File: src/rtl/scc_ram_arb_pkg.sv
// rtl/scc_ram_arb_pkg.sv - shared types and widths for the SCC RAM arbiter
//
// Purpose: arbiter state encoding, RAM bus widths and the latency counter
// width shared by the arbiter, its interface and its round-robin picker.
// Ports: none (package).

package scc_ram_arb_pkg;

    localparam int RAM_ADR_W = 21;
    localparam int RAM_DAT_W = 8;
    localparam int LAT_CNT_W = 4;

    typedef enum logic [1:0] {
        IDLE  = 2'd0,
        ISSUE = 2'd1,
        WAIT  = 2'd2,
        DONE  = 2'd3
    } arb_state_t;

    // Counter preload for a given RAM latency; the WAIT phase ends when the
    // counter reaches zero, so it spans exactly 'latency' cycles.
    function automatic logic [LAT_CNT_W-1:0] lat_load(input int latency);
        return LAT_CNT_W'(latency - 1);
    endfunction

endpackage

File: src/rtl/scc_ram_arbiter_if.sv
// rtl/scc_ram_arbiter_if.sv - client and RAM bus bundle for the SCC RAM arbiter
//
// Purpose: groups both client request/ack ports and the external RAM port.
// Modports:
//   slave  - arbiter view: client requests and ramdbi in; acks, read data,
//            RAM command and busy out.
//   master - client/RAM-model view: the mirror image of slave.

interface scc_ram_arbiter_if;
    import scc_ram_arb_pkg::*;

    logic                 c0_req;
    logic                 c0_wrt;
    logic [RAM_ADR_W-1:0] c0_adr;
    logic [RAM_DAT_W-1:0] c0_dbo;
    logic                 c0_ack;
    logic [RAM_DAT_W-1:0] c0_dbi;

    logic                 c1_req;
    logic                 c1_wrt;
    logic [RAM_ADR_W-1:0] c1_adr;
    logic [RAM_DAT_W-1:0] c1_dbo;
    logic                 c1_ack;
    logic [RAM_DAT_W-1:0] c1_dbi;

    logic                 ramreq;
    logic                 ramwrt;
    logic [RAM_ADR_W-1:0] ramadr;
    logic [RAM_DAT_W-1:0] ramdbo;
    logic [RAM_DAT_W-1:0] ramdbi;

    logic                 busy;

    modport slave (
        input  c0_req, c0_wrt, c0_adr, c0_dbo,
        input  c1_req, c1_wrt, c1_adr, c1_dbo,
        input  ramdbi,
        output c0_ack, c0_dbi, c1_ack, c1_dbi,
        output ramreq, ramwrt, ramadr, ramdbo,
        output busy
    );

    modport master (
        output c0_req, c0_wrt, c0_adr, c0_dbo,
        output c1_req, c1_wrt, c1_adr, c1_dbo,
        output ramdbi,
        input  c0_ack, c0_dbi, c1_ack, c1_dbi,
        input  ramreq, ramwrt, ramadr, ramdbo,
        input  busy
    );

endinterface

File: src/rtl/scc_ram_arb_rr.sv
// rtl/scc_ram_arb_rr.sv - two-way round-robin picker for the SCC RAM arbiter
//
// Purpose: chooses which client to serve next.
// Ports:
//   i_req[1:0]    - request level of client 1 / client 0
//   i_last_grant  - client served most recently
//   o_grant       - chosen client (0 or 1), meaningful when o_valid
//   o_valid       - at least one client is requesting

module scc_ram_arb_rr (
    input  logic [1:0] i_req,
    input  logic       i_last_grant,
    output logic       o_grant,
    output logic       o_valid
);

    always_comb begin
        o_valid = |i_req;
        o_grant = 1'b0;
        case (i_req)
            2'b01:   o_grant = 1'b0;
            2'b10:   o_grant = 1'b1;
            // Tie: the client that was not served last goes first.
            2'b11:   o_grant = ~i_last_grant;
            default: o_grant = 1'b0;
        endcase
    end

endmodule

File: src/rtl/scc_ram_arbiter.sv
// rtl/scc_ram_arbiter.sv - two-client round-robin arbiter/sequencer for the SCC RAM port
//
// Purpose: serialises client 0 (SCC cartridge wrapper) and client 1 (wave
// loader / debug port) onto one fixed-latency RAM port. The granted command
// is latched for the whole access; read data is returned per client together
// with a one-cycle ack.
// Parameters:
//   RAM_LATENCY - cycles from the ramreq cycle to the cycle ramdbi is valid (1..15)
// Ports:
//   clk21m - system clock
//   reset  - asynchronous, active-high
//   bus    - scc_ram_arbiter_if.slave: client requests/acks, RAM port, busy

module scc_ram_arbiter
    import scc_ram_arb_pkg::*;
#(
    parameter int RAM_LATENCY = 2
) (
    input  logic                    clk21m,
    input  logic                    reset,
    scc_ram_arbiter_if.slave        bus
);

    localparam logic [LAT_CNT_W-1:0] LAT_LOAD = lat_load(RAM_LATENCY);

    arb_state_t           r_state;
    arb_state_t           w_state_nxt;

    // Holds the client being served from grant through DONE, and doubles as
    // the round-robin history between accesses. Resetting it to 1 lets
    // client 0 win the first tie.
    logic                 r_last_grant;

    logic                 r_cmd_wrt;
    logic [RAM_ADR_W-1:0] r_cmd_adr;
    logic [RAM_DAT_W-1:0] r_cmd_dbo;
    logic [LAT_CNT_W-1:0] r_lat_cnt;
    logic [RAM_DAT_W-1:0] r_c0_dbi;
    logic [RAM_DAT_W-1:0] r_c1_dbi;

    logic                 w_rr_grant;
    logic                 w_rr_valid;
    logic                 w_take;
    logic                 w_lat_done;

    scc_ram_arb_rr u_rr (
        .i_req        ({bus.c1_req, bus.c0_req}),
        .i_last_grant (r_last_grant),
        .o_grant      (w_rr_grant),
        .o_valid      (w_rr_valid)
    );

    assign w_take     = (r_state == IDLE) && w_rr_valid;
    assign w_lat_done = (r_lat_cnt == '0);

    always_ff @(posedge clk21m or posedge reset) begin
        if (reset) begin
            r_state <= IDLE;
        end else begin
            r_state <= w_state_nxt;
        end
    end

    always_comb begin
        w_state_nxt = r_state;
        case (r_state)
            IDLE:    if (w_rr_valid) w_state_nxt = ISSUE;
            ISSUE:   w_state_nxt = WAIT;
            WAIT:    if (w_lat_done) w_state_nxt = DONE;
            DONE:    w_state_nxt = IDLE;
            default: w_state_nxt = IDLE;
        endcase
    end

    always_ff @(posedge clk21m or posedge reset) begin
        if (reset) begin
            r_last_grant <= 1'b1;
            r_cmd_wrt    <= 1'b0;
            r_cmd_adr    <= '0;
            r_cmd_dbo    <= '0;
            r_lat_cnt    <= '0;
            r_c0_dbi     <= '0;
            r_c1_dbi     <= '0;
        end else begin
            if (w_take) begin
                r_last_grant <= w_rr_grant;
                r_cmd_wrt    <= w_rr_grant ? bus.c1_wrt : bus.c0_wrt;
                r_cmd_adr    <= w_rr_grant ? bus.c1_adr : bus.c0_adr;
                r_cmd_dbo    <= w_rr_grant ? bus.c1_dbo : bus.c0_dbo;
            end

            if (r_state == ISSUE) begin
                r_lat_cnt <= LAT_LOAD;
            end else if ((r_state == WAIT) && !w_lat_done) begin
                r_lat_cnt <= r_lat_cnt - 1'b1;
            end

            // ramdbi is only valid in the last WAIT cycle; writes leave the
            // client's read-data register untouched.
            if ((r_state == WAIT) && w_lat_done && !r_cmd_wrt) begin
                if (r_last_grant) begin
                    r_c1_dbi <= bus.ramdbi;
                end else begin
                    r_c0_dbi <= bus.ramdbi;
                end
            end
        end
    end

    assign bus.ramreq = (r_state == ISSUE);
    assign bus.ramwrt = r_cmd_wrt;
    assign bus.ramadr = r_cmd_adr;
    assign bus.ramdbo = r_cmd_dbo;
    assign bus.c0_ack = (r_state == DONE) && !r_last_grant;
    assign bus.c1_ack = (r_state == DONE) &&  r_last_grant;
    assign bus.c0_dbi = r_c0_dbi;
    assign bus.c1_dbi = r_c1_dbi;
    assign bus.busy   = (r_state != IDLE);

endmodule

File: src/flat_wrapper.sv
// flat-port wrapper written by rule: the top's interface ports become plain ports
module scc_ram_arbiter_flat import scc_ram_arb_pkg::*;
#(
    parameter int RAM_LATENCY = 2
)
  (clk21m, reset, bus_c0_req, bus_c0_wrt, bus_c0_adr, bus_c0_dbo, bus_c1_req, bus_c1_wrt, bus_c1_adr, bus_c1_dbo, bus_ramdbi, bus_c0_ack, bus_c0_dbi, bus_c1_ack, bus_c1_dbi, bus_ramreq, bus_ramwrt, bus_ramadr, bus_ramdbo, bus_busy);
  scc_ram_arbiter_if bus_i ();
  input  logic clk21m;
  input  logic reset;
  input wire logic [$bits(bus_i.c0_req)-1:0] bus_c0_req;
  input wire logic [$bits(bus_i.c0_wrt)-1:0] bus_c0_wrt;
  input wire logic [$bits(bus_i.c0_adr)-1:0] bus_c0_adr;
  input wire logic [$bits(bus_i.c0_dbo)-1:0] bus_c0_dbo;
  input wire logic [$bits(bus_i.c1_req)-1:0] bus_c1_req;
  input wire logic [$bits(bus_i.c1_wrt)-1:0] bus_c1_wrt;
  input wire logic [$bits(bus_i.c1_adr)-1:0] bus_c1_adr;
  input wire logic [$bits(bus_i.c1_dbo)-1:0] bus_c1_dbo;
  input wire logic [$bits(bus_i.ramdbi)-1:0] bus_ramdbi;
  output wire logic [$bits(bus_i.c0_ack)-1:0] bus_c0_ack;
  output wire logic [$bits(bus_i.c0_dbi)-1:0] bus_c0_dbi;
  output wire logic [$bits(bus_i.c1_ack)-1:0] bus_c1_ack;
  output wire logic [$bits(bus_i.c1_dbi)-1:0] bus_c1_dbi;
  output wire logic [$bits(bus_i.ramreq)-1:0] bus_ramreq;
  output wire logic [$bits(bus_i.ramwrt)-1:0] bus_ramwrt;
  output wire logic [$bits(bus_i.ramadr)-1:0] bus_ramadr;
  output wire logic [$bits(bus_i.ramdbo)-1:0] bus_ramdbo;
  output wire logic [$bits(bus_i.busy)-1:0] bus_busy;
  assign bus_i.c0_req = bus_c0_req;
  assign bus_i.c0_wrt = bus_c0_wrt;
  assign bus_i.c0_adr = bus_c0_adr;
  assign bus_i.c0_dbo = bus_c0_dbo;
  assign bus_i.c1_req = bus_c1_req;
  assign bus_i.c1_wrt = bus_c1_wrt;
  assign bus_i.c1_adr = bus_c1_adr;
  assign bus_i.c1_dbo = bus_c1_dbo;
  assign bus_i.ramdbi = bus_ramdbi;
  assign bus_c0_ack = bus_i.c0_ack;
  assign bus_c0_dbi = bus_i.c0_dbi;
  assign bus_c1_ack = bus_i.c1_ack;
  assign bus_c1_dbi = bus_i.c1_dbi;
  assign bus_ramreq = bus_i.ramreq;
  assign bus_ramwrt = bus_i.ramwrt;
  assign bus_ramadr = bus_i.ramadr;
  assign bus_ramdbo = bus_i.ramdbo;
  assign bus_busy = bus_i.busy;
  scc_ram_arbiter #(.RAM_LATENCY(RAM_LATENCY)) u_core (.clk21m(clk21m), .reset(reset), .bus(bus_i));
endmodule
File: config.mk
export PLATFORM = sky130hd
export DESIGN_NAME = scc_ram_arbiter_flat
export DESIGN_NICKNAME = d
export VERILOG_FILES = /design/src/rtl/scc_ram_arb_pkg.sv /design/src/rtl/scc_ram_arbiter_if.sv /design/src/rtl/scc_ram_arb_rr.sv /design/src/rtl/scc_ram_arbiter.sv /design/src/flat_wrapper.sv
export SDC_FILE = /design/constraint.sdc
export NUM_CORES = 1
export LEC_CHECK = 0
export ABC_AREA = 1
export CORE_UTILIZATION = 44
export CTS_BUF_LIST = sky130_fd_sc_hd__clkbuf_8 sky130_fd_sc_hd__clkbuf_16
export CTS_CLUSTER_DIAMETER = 120
export DETAILED_ROUTE_END_ITERATION = 8
export HOLD_SLACK_MARGIN = 0.03
export PLACE_DENSITY = 0.85
export SLEW_MARGIN = 20
export SYNTH_ARGS = -nofsm -noshare
export SYNTH_HDL_FRONTEND = slang
export SYNTH_SLANG_ARGS = --single-unit
File: constraint.sdc
create_clock -name clk21m -period 2.85 [get_ports clk21m]
set_input_delay 0.285 -clock clk21m [delete_from_list [all_inputs] [get_ports clk21m]]
set_output_delay 0.285 -clock clk21m [all_outputs]
set_load 0.05 [all_outputs]
* After elaboration in Yosys (flattened, before gate mapping)
Cells that the tools add are included. Widths: inputs -> output; s select.
Storage, ports and cells: flip-flop bits (word level) 53, output and inout port bits 50, word-level logic and storage cells 43
Cells by class: $add $sub $neg 1, equality and inequality tests 7, mux-type cells 9, bitwise operators 1, reductions and logical operators 17
Operator list (count):
- $mux 21 | 1
- $eq 2x2->1 const B | 4
- $mux 4 | 2
- $mux 8 | 1
- $pmux 2 s4 | 1
- $logic_and 1x1->1 | 6
- $reduce_and 2->1 | 3
- $logic_not 4->1 | 1
- $mux 2 | 2
- $ne 2x1->1 const B | 2
- $reduce_bool 2->1 | 2
- $sub 4x1->4 const B | 1
- $logic_not 1->1 | 3
- $eq 2x1->1 const B | 1
- $logic_not 2->1 | 1
- $pmux 1 s2 | 1
- $reduce_or 2->1 | 1
- $mux 1 | 1
- $not 1->1 | 1

* Depth between registers and ports, before layout
Gate-level depths: netlist (run 1).
word-level depth 5, gate-level depth with buffers 8, gate-level depth less buffers 8

* Hierarchy
From an unflattened synthesis (run 1), not the netlist that was laid out.
Unflattened totals: cell total of the unflattened synthesis 291, area total of the unflattened synthesis 2538.7 um^2
By module, submodules not included:
- scc_ram_arbiter | instances 1, cells an instance 288, area each 2523.7 um^2, seq. area each 1327.5 um^2
- scc_ram_arb_rr | instances 1, cells an instance 3, area each 15.0 um^2, seq. area each 0.0 um^2

* Worst setup path after synthesis (run 1)
OpenSTA, ideal clock, no wires.
path type flip-flop to flip-flop, start register u_core.r_state[0], end register u_core.r_cmd_wrt (netlist: u_core.bus.ramwrt), data arrival time 1.502 ns, required time 2.731 ns, setup slack 1.229 ns, stages on the path, launching flop included 8, path buffers 1, cells stage by stage dfrtp_1 > inv_1 > ha_1 > inv_1 > a21oi_4 > buf_2 > nand3_1 > o21a_1
Between the ends: word-level cells in the longest chain between the ends 2
RTL lines:
- start: declaration | RTL line scc_ram_arbiter.sv:26 | arb_state_t r_state;
- start signal: assignment | RTL line scc_ram_arbiter.sv:60 | r_state <= w_state_nxt;
- $logic_not 2->1 | RTL line scc_ram_arbiter.sv:53 | assign w_take = (r_state == IDLE) && w_rr_valid;
- $logic_and 1x1->1 | RTL line scc_ram_arbiter.sv:53
- end signal: assignment | RTL line scc_ram_arbiter.sv:87 | r_cmd_wrt <= w_rr_grant ? bus.c1_wrt : bus.c0_wrt;
- end: declaration | RTL line scc_ram_arbiter.sv:34 | logic r_cmd_wrt;
No other way between the ends. A chain may end at the register's enable or synchronous reset.

* Worst setup path after layout (run 1)
start register u_core.r_state[1], end output port bus_busy
Between the ends: word-level cells in the longest chain between the ends 1
RTL lines:
- $reduce_bool 2->1 | RTL line scc_ram_arbiter.sv:118 | assign bus.busy = (r_state != IDLE);
- end: declaration | RTL line flat_wrapper.sv:27 | output wire logic [$bits(bus_i.busy)-1:0] bus_busy;
No other way between the ends.

==> flow_summary.ini, run 1 <==
[layout]
drive_above_1_share_pct = 4.878
area_delta_synth_final_pct = 53.48
layout.nets = 488
antennaDiodeCount = 0
fin_util_pct = 70.86
final_cell_mix = 121 x clkdlybuf4s50_1, 66 x nand3_1, 65 x nand2_1
final_common_cell = clkdlybuf4s50_1

[clock_network]
cts_hold_buffers = 0
cts_repair_resize_count = 0
cts_tree = built
cts_buffer_depth = 2
htreeDepth = 2
clk-insertion-delay-late_ns = 0.31
cts.reportedPaths.clkPinSlew_ns = 0.10
cts.sinks = 53
cts-root-buf = clkbuf_8
post_cts_buffers = 0
cts_made_buffers = 5

[detailed_routing]
vias = 2459
detail_route.iter0.violations = 164
ant_nets = 0
dr.pass1.iters = 4
wl_um = 6988
vias_per_cell = 5.102
route.detailed.drc = 0
wire_per_inst_um = 14.50

[timing]
rsz0062_at_grt = no
fin_setup_tns_ns = 0
layout_setup_ws_ns = 0.5352
relSlewSlack_pct = 60.36
setup_violations = 0
min_period_ns = 2.315
timing.fmax_mhz = 432.0
hold-worst-slack_ns = 0.3509
finalClockSkew_ns = 0.008656
slew_viol_final = 0
hold_viol_final = 0
tightest_slew_ns = 0.5938
min_period_over_period_pct = 81.22

[power]
power.leakage_nw = 1.740
p_total_mw = 4.903
intPower_mw = 2.459
netSwitchingFraction_pct = 49.85
pwr-share-seq_pct = 27.6
pwr-share-comb_pct = 61.4
clockPowerShare_pct = 11.0
switchingPower_mw = 2.444
pwr_density_cell_mw_per_mm2 = 1241
peakVddDrop_mv = 0.8631

[global_route]
grt.overflow.total = 0
antenna_found_initial = 0
grt_pass1_vias = 2494
groute.usage.overall_pct = 24.43
grt_pass1_wl_um = 11670
grt_start_max_net_pins = 59

[yosys]
synth_flop_cell = dfrtp_1
synth-simple-area-share_pct = 24.21
synth_compound_area_share_pct = 13.27
synth_xor_area_share_pct = 0.3403
synth_seq_cells = 53
yosysTopAreaCell = dfrtp_1
synth_cell_types = 19
synth_edf_count = 0
syn_avg_cell_area_um2 = 8.754
ys_seq_area_share_pct = 51.58
syn_inst = 294
synth_fp_nets = 373
synth_warnings = 0
synth_top_cell_area_share_pct = 50.56
async_flop_share_pct = 100.0
synthAdderAreaFrac_pct = 3.403
synthMuxAreaShare_pct = 0
synth_top_family_by_area = simple AND/OR/NAND/NOR gates
synthesis.area_mm2 = 0.002574
synth_area_leaders = dfrtp_1 51%, nand3_1 13%, nand2_1 9.5%

[floorplan]
start_util_pct = 46.17
die_area_mm2 = 0.006159
rows = 27
chipWidth_um = 78.48
ios = 122
die_height_um = 78.48
fp.coreArea_mm2 = 0.005574

[job]
drv_cap = 0

[setup_path]
cp-start-kind = flip-flop
critPathKind = flip-flop to output port
cp_data_required_time_ns = 2.57
worst_setup_path_end_kind = output port
worstPathArrival_ns = 2.03
cp_max_fo = 4

[placement]
pre_cts_ws_ns = 0.5822
io_buffers = 121
gp_congestion = 0.8279
dp_hpwl_um = 5074

[hold_path]
min-delay-path-class = primary input to asynchronous set/reset pin

[run_status]
status = finished clean
registers in the layout, indices dropped and copies added (netlist names):
| signal | cells |
|---|---|
| u_core.r_state | 2 |
| u_core.bus.c1_dbi | 8 |
| u_core.bus.ramadr | 21 |
| u_core.bus.ramwrt | 1 |
| u_core.r_lat_cnt | 4 |
| u_core.r_last_grant | 1 |
| u_core.bus.ramdbo | 8 |
| u_core.bus.c0_dbi | 8 |
worst max-delay path, stage by stage, from the launching register on:
cell and delay (ns):
dfrtp_1 0.42, inv_1 0.10, ha_1 0.23, inv_1 0.12, clkdlybuf4s50_1 0.85
cell families (layout without fill, tap and decap cells):
| group | Yosys count | after routing |
|---|---|---|
| simple gates | 140 | 140 |
| flops | 53 | 53 |
| compound gates | 51 | 51 |
| buf+inv | 42 | 158 |
| fa+ha+maj | 7 | 7 |
| xor+xnor | 1 | 1 |
layer usage:
layer | part of all wire, % | global-route usage (%) | vias up
met5 | 0 | 0 | -
met4 | 2.4 | 8.889 | 0
met3 | 6.1 | 4.535 | 13
met2 | 49 | 42.89 | 89
met1 | 43 | 29.80 | 1156
li1 | - | - | 1201
metrics by stage:
| stage | cells | cell area [um^2] |
|---|---|---|
| 6_report | 482 | 3950 |
| 2_1_floorplan | 294 | 2574 |
| 5_1_grt | 482 | 3950 |
| 3_5_place_dp | 474 | 3830 |
| 4_1_cts | 482 | 3950 |
| 3_3_place_gp | 474 | 3830 |
path summary, 6_finish.rpt:
| path | to | slack (ns) | from | cells after the start |
|---|---|---|---|---|
| setup / recovery | bus_busy | 0.54 | u_core.r_state[1]$_DFFE_PP0P_ | 4 |
| max in group asynchronous | u_core.r_last_grant$_DFFE_PP1P_ | 1.88 | reset | 3 |
| hold / removal | u_core.bus.ramadr[7]$_DFFE_PP0P_ | 0.35 | reset | 2 |
| hold reg to reg | u_core.bus.ramdbo[0]$_DFFE_PP0P_ | 0.49 | u_core.bus.ramdbo[0]$_DFFE_PP0P_ | 1 |
| min in group clk21m | u_core.bus.ramdbo[0]$_DFFE_PP0P_ | 0.49 | u_core.bus.ramdbo[0]$_DFFE_PP0P_ | 1 |
| setup reg to reg | u_core.bus.ramadr[9]$_DFFE_PP0P_ | 0.90 | u_core.r_state[1]$_DFFE_PP0P_ | 7 |
synth_stat cells (2+ instances only):
cell type and instances:
nand3_2 2, nand2_1 65, ha_1 7, inv_2 2, nor2_1 6, o21a_1 30
clkbuf_1 4, inv_1 22, dfrtp_1 52, buf_2 10, buf_1 2, buf_6 2
nand3_1 66, o21ai_0 19
power groups by stage:
stage | registers (mW) | logic (mW) | clock network (mW)
finish | 1.35 | 3.01 | 0.537
detailed placement | 1.36 | 3.02 | 0
floorplan | 2.44 | 0.933 | 0
global placement | 1.35 | 2.95 | 0
global route | 1.40 | 3.21 | 0.577
CTS | 1.35 | 3.03 | 0.546
final cells by class:
type | count | area [um^2]
fill | 444 | 1624
sequential | 53 | 1328
timing repair buffer | 126 | 1261
multi-input combinational | 199 | 1061
inverter | 24 | 90.09
tap | 72 | 90.09
clock buffer | 6 | 82.58
clock inverter | 2 | 37.54
Note: power is estimated with default switching activity, not from simulation.
==> inputs of run 2 (changes only) <==
CORE_UTILIZATION = 37   (was 44)
PLACE_DENSITY = 0.77   (was 0.85)
clock period = 2 ns   (was 2.85 ns; I/O delays follow)
==> run 2 against run 1 <==
Sequential power increased by 43%. Combinational power increased by 43%. Via count decreased by 1.6%. Die area increased by 18%. Utilization decreased by 12 points. Critical endpoint is now bus_ramwrt.
==> flow_summary.ini, run 2 (same netlist as run 1, synthesis figures left out) <==
[placement]
gp_congestion = 0.8134
dp_hpwl_um = 5019
place_area_mm2 = 0.003860
io_buffers = 121

[floorplan]
start_util_pct = 38.09
die_area_mm2 = 0.007293
chipWidth_um = 85.40
fp.coreArea_mm2 = 0.006756
ios = 122
rows = 30
die_height_um = 85.40

[power]
power.leakage_nw = 1.753
p_total_mw = 6.873
peakVddDrop_mv = 1.374
pwr_density_cell_mw_per_mm2 = 1738

[clock_network]
clk-insertion-delay-late_ns = 0.31
cts_tree = built
cts.reportedPaths.clkPinSlew_ns = 0.10
cts-root-buf = clkbuf_8
cts_hold_buffers = 0
cts_buffer_depth = 2
cts_made_buffers = 5
htreeDepth = 2
cts.sinks = 53

[detailed_routing]
route.detailed.drc = 0
wire_per_inst_um = 13.75
vias = 2419
detail_route.iter0.violations = 83
vias_per_cell = 4.917
ant_nets = 0
dr.pass1.iters = 4
wl_um = 6765

[layout]
largest_reg_flops = 21
drive_above_1_share_pct = 6.068
post-route-cell-area_mm2 = 0.003954
fillers = 606
antennaDiodeCount = 0
multi_input_area_mm2 = 0.001061
fin_util_pct = 58.52
layout.nets = 490
seqCellArea_mm2 = 0.001328
final_common_cell = clkdlybuf4s50_1
final_cell_mix = 117 x clkdlybuf4s50_1, 66 x nand3_1, 65 x nand2_1
area_delta_synth_final_pct = 53.62

[timing]
min_period_over_period_pct = 86.91
min_period_ns = 1.738
setup_violations = 0
slew_viol_final = 0
relSlewSlack_pct = 64.71
fin_setup_tns_ns = 0
timing.fmax_mhz = 575.3
rsz0062_at_grt = no
tightest_slew_ns = 0.5277
hold_viol_final = 0
finalClockSkew_ns = 0.007153

[global_route]
grt_start_max_net_pins = 39
grt_pass1_vias = 2448
groute.usage.overall_pct = 19.19
grt.overflow.total = 0
grt_pass1_wl_um = 11100
antenna_found_initial = 0

[setup_path]
slowest_stage = clkdlybuf4s50_1
worst_setup_path_end_kind = output port
path_depth = 1
crit_buf_inv = 1
worstRegToRegCells = 7
cp-start-kind = flip-flop
cp_max_fo = 3
critical_path.max_stage_delay_ns = 0.82
cp_data_required_time_ns = 1.80
critPathKind = flip-flop to output port
worstPathArrival_ns = 1.54
crit_family = buffers and inverters
crit_chain = clkdlybuf4s50_1

[job]
drv_cap = 0

[run_status]
status = finished clean

[hold_path]
min-delay-path-class = primary input to asynchronous set/reset pin
[run 2: cell type report]
cell class | count | area share, %
Clock inverter | 3 | 0.6646
Tap cell | 80 | 2.532
Inverter | 24 | 2.278
Sequential cell | 53 | 33.58
Timing Repair Buffer | 128 | 32.37
Multi-Input combinational cell | 199 | 26.84
Clock buffer | 5 | 1.741
[run 2: final timing paths]
kind | from | end | slack, ns
min reg2reg | u_core.bus.c1_dbi[6]$_DFFE_PP0P_ | u_core.bus.c1_dbi[6]$_DFFE_PP0P_ | 0.50
max in group asynchronous | reset | u_core.bus.ramadr[6]$_DFFE_PP0P_ | 1.30
max reg2reg | u_core.r_state[0]$_DFFE_PP0P_ | u_core.bus.c1_dbi[4]$_DFFE_PP0P_ | 0.38
min | reset | u_core.bus.c1_dbi[7]$_DFFE_PP0P_ | 0.18
min in group clk21m | bus_ramdbi[1] | u_core.bus.c0_dbi[1]$_DFFE_PP0P_ | 0.45
max | u_core.bus.ramwrt$_DFFE_PP0P_ | bus_ramwrt | 0.26
[run 2: per-layer routing]
| layer | global-route usage, % | routed length (um) | vias to the layer above |
|---|---|---|---|
| met1 | 23.71 | 3011 | 1101 |
| met3 | 5.156 | 443 | 16 |
| met4 | 6.515 | 153 | 0 |
| met5 | 0 | 0 | - |
| met2 | 32.51 | 3158 | 96 |
| li1 | - | - | 1206 |
[run 2: power by group]
part / total (mW) / internal [mW] / switching (mW)
Clock: 0.643 / 0.256 / 0.387
Sequential: 1.93 / 1.61 / 0.326
Combinational: 4.30 / 1.51 / 2.78
[run 2: per-stage QoR]
step / hold WS, ns / cells / worst slack, ns
2_1_floorplan: 0.3565 / 294 / 0.3790
3_3_place_gp: 0.4721 / 484 / 0.3590
3_5_place_dp: 0.4765 / 484 / 0.3475
4_1_cts: 0.1799 / 492 / 0.2432
5_1_grt: 0.2105 / 492 / 0.1538
6_report: 0.1750 / 492 / 0.2619
[run 2: repair_timing]
action                     in CTS  in global routing
setup buffers                   0                  0
setup endpoints to repair       1                  0
gates resized for setup         1                  0
[run 2: worst register-to-register path: stages (launching register included)]
cell and delay [ns]:
dfrtp_1 0.43, inv_1 0.12, ha_1 0.20, inv_1 0.06, nor2_1 0.18, nand3_2 0.28, nand2_1 0.15, o21ai_0 0.09
==> inputs of run 3 (changes only) <==
GPL_TIMING_DRIVEN = 0   (was default)
==> run 3 against run 2 <==
Via count up 2.4%. Clock power about the same. Register-to-register slack about the same. Count of clock-buffer cells in the layout unchanged. Setup slack worse by 0.039 ns. Sequential share of layout area down 0.074 points. Maximum frequency down 2.2%. First-iteration DRC count up 42%.
==> flow_summary.ini, run 3 (same netlist as run 1, synthesis figures left out) <==
[timing]
min_period_over_period_pct = 88.87
relSlewSlack_pct = 56.81
rsz0062_at_grt = no
tightest_slew_ns = 0.6479
finalClockSkew_ns = 0.01006
timing.fmax_mhz = 562.6
slew_viol_final = 0
setup_violations = 0
layout_setup_ws_ns = 0.2225
min_period_ns = 1.777
fin_setup_tns_ns = 0
hold-worst-slack_ns = 0.3058
hold_viol_final = 0

[clock_network]
cts_buffer_depth = 2
post_cts_buffers = 0
cts.sinks = 53
cts_hold_buffers = 0
cts_tree = built
cts.reportedPaths.clkPinSlew_ns = 0.11
cts_made_buffers = 5
htreeDepth = 2
clk-insertion-delay-late_ns = 0.32
cts-root-buf = clkbuf_8

[setup_path]
cp_data_required_time_ns = 1.80
r2r_setup_slack_ns = 0.37
worstPathArrival_ns = 1.58
critical_path.max_stage_delay_ns = 0.54
cp-start-kind = flip-flop
worstReg2RegStart = u_core.r_state[0]$_DFFE_PP0P_
crit_chain = inv_1 > ha_1 > dlygate4sd2_1
critPathKind = flip-flop to output port
slowest_stage = dlygate4sd2_1
cp_max_fo = 4
worstSetupStartpoint = u_core.r_state[1]$_DFFE_PP0P_
worst_setup_path_end_kind = output port

[power]
peakVddDrop_mv = 0.8240
pwr_density_cell_mw_per_mm2 = 1727
power.leakage_nw = 1.770

[placement]
pre_cts_ws_ns = 0.1465
dp_hpwl_um = 5074
io_buffers = 120
place_area_mm2 = 0.003877
gp_congestion = 0.7635

[global_route]
grt_pass1_vias = 2453
groute.usage.overall_pct = 19.91
grt.overflow.total = 0
grt_start_max_net_pins = 54
grt_pass1_wl_um = 11480
antenna_found_initial = 0

[floorplan]
ios = 122
start_util_pct = 38.09
die_area_mm2 = 0.007293
chipWidth_um = 85.40
die_height_um = 85.40
rows = 30
fp.coreArea_mm2 = 0.006756

[layout]
largest_reg_flops = 21
drive_above_1_share_pct = 6.635
post-route-cell-area_mm2 = 0.003963
final_cell_mix = 116 x clkdlybuf4s50_1, 66 x nand3_1, 65 x nand2_1
antennaDiodeCount = 0
final_common_cell = clkdlybuf4s50_1
area_delta_synth_final_pct = 53.96
fin_util_pct = 58.65
fillers = 599
layout.nets = 500

[hold_path]
min-delay-path-class = primary input to asynchronous set/reset pin

[detailed_routing]
wire_per_inst_um = 13.50
wl_um = 6775
vias_per_cell = 4.936
route.detailed.drc = 0
detail_route.iter0.violations = 118
dr.pass1.iters = 4
vias = 2478
ant_nets = 0

[job]
drv_cap = 0

[run_status]
status = finished clean
[run 3: cell type report]
class,count,area [um^2],area share [%]
well taps,80,100.1,2.526
repair buffers,120,1192,30.09
clock buffers,5,68.82,1.737
inverters,24,92.59,2.337
multi-input cells,199,1061,26.78
plain buffers,18,95.09,2.400
clock inverters,3,25.02,0.6315
flip-flops and latches,53,1328,33.50
[run 3: worst paths after layout]
| check | end | cells past startpoint |
|---|---|---|
| max | bus_ramreq | 3 |
| min | u_core.bus.c1_dbi[4]$_DFFE_PP0P_ | 2 |
| max reg2reg | u_core.bus.c0_dbi[3]$_DFFE_PP0P_ | 7 |
| min reg2reg | u_core.bus.c0_dbi[4]$_DFFE_PP0P_ | 2 |
| max in group asynchronous | u_core.r_state[1]$_DFFE_PP0P_ | 2 |
| min in group clk21m | u_core.bus.ramdbo[6]$_DFFE_PP0P_ | 4 |
[run 3: per-layer routing]
metal,part of all wire (%),global-route usage (%),up-vias
met1,42,24.60,1154
li1,-,-,1222
met2,47,33.31,94
met3,8.9,6.518,8
met5,0,0,-
met4,1.4,5.758,0
[run 3: stage by stage]
| stage | instances | power, mW |
|---|---|---|
| 2_1_floorplan | 294 | 4.808 |
| 3_3_place_gp | 494 | 6.207 |
| 3_5_place_dp | 494 | 6.291 |
| 4_1_cts | 502 | 6.922 |
| 5_1_grt | 502 | 7.265 |
| 6_report | 502 | 6.842 |
[run 3: timing repair]
action / CTS / global route
setup endpoints to repair: 4 / 1
pin swaps: 0 / 0
hold endpoints to repair: 0 / 0
gates resized for setup: 4 / 2
[run 3: critical path: cells and delay by family (launching register included)]
| family | cells | cell delay, ns |
|---|---|---|
| buffers and inverters | 2 | 0.66 |
| DFF | 1 | 0.42 |
| adders and majority gates | 1 | 0.19 |
[run 3: power breakdown]
part           internal [mW]  leakage (nW)  switching [mW]
Sequential              1.60         0.590           0.295
Clock                  0.256        0.0452           0.386
Combinational           1.49          1.13            2.81
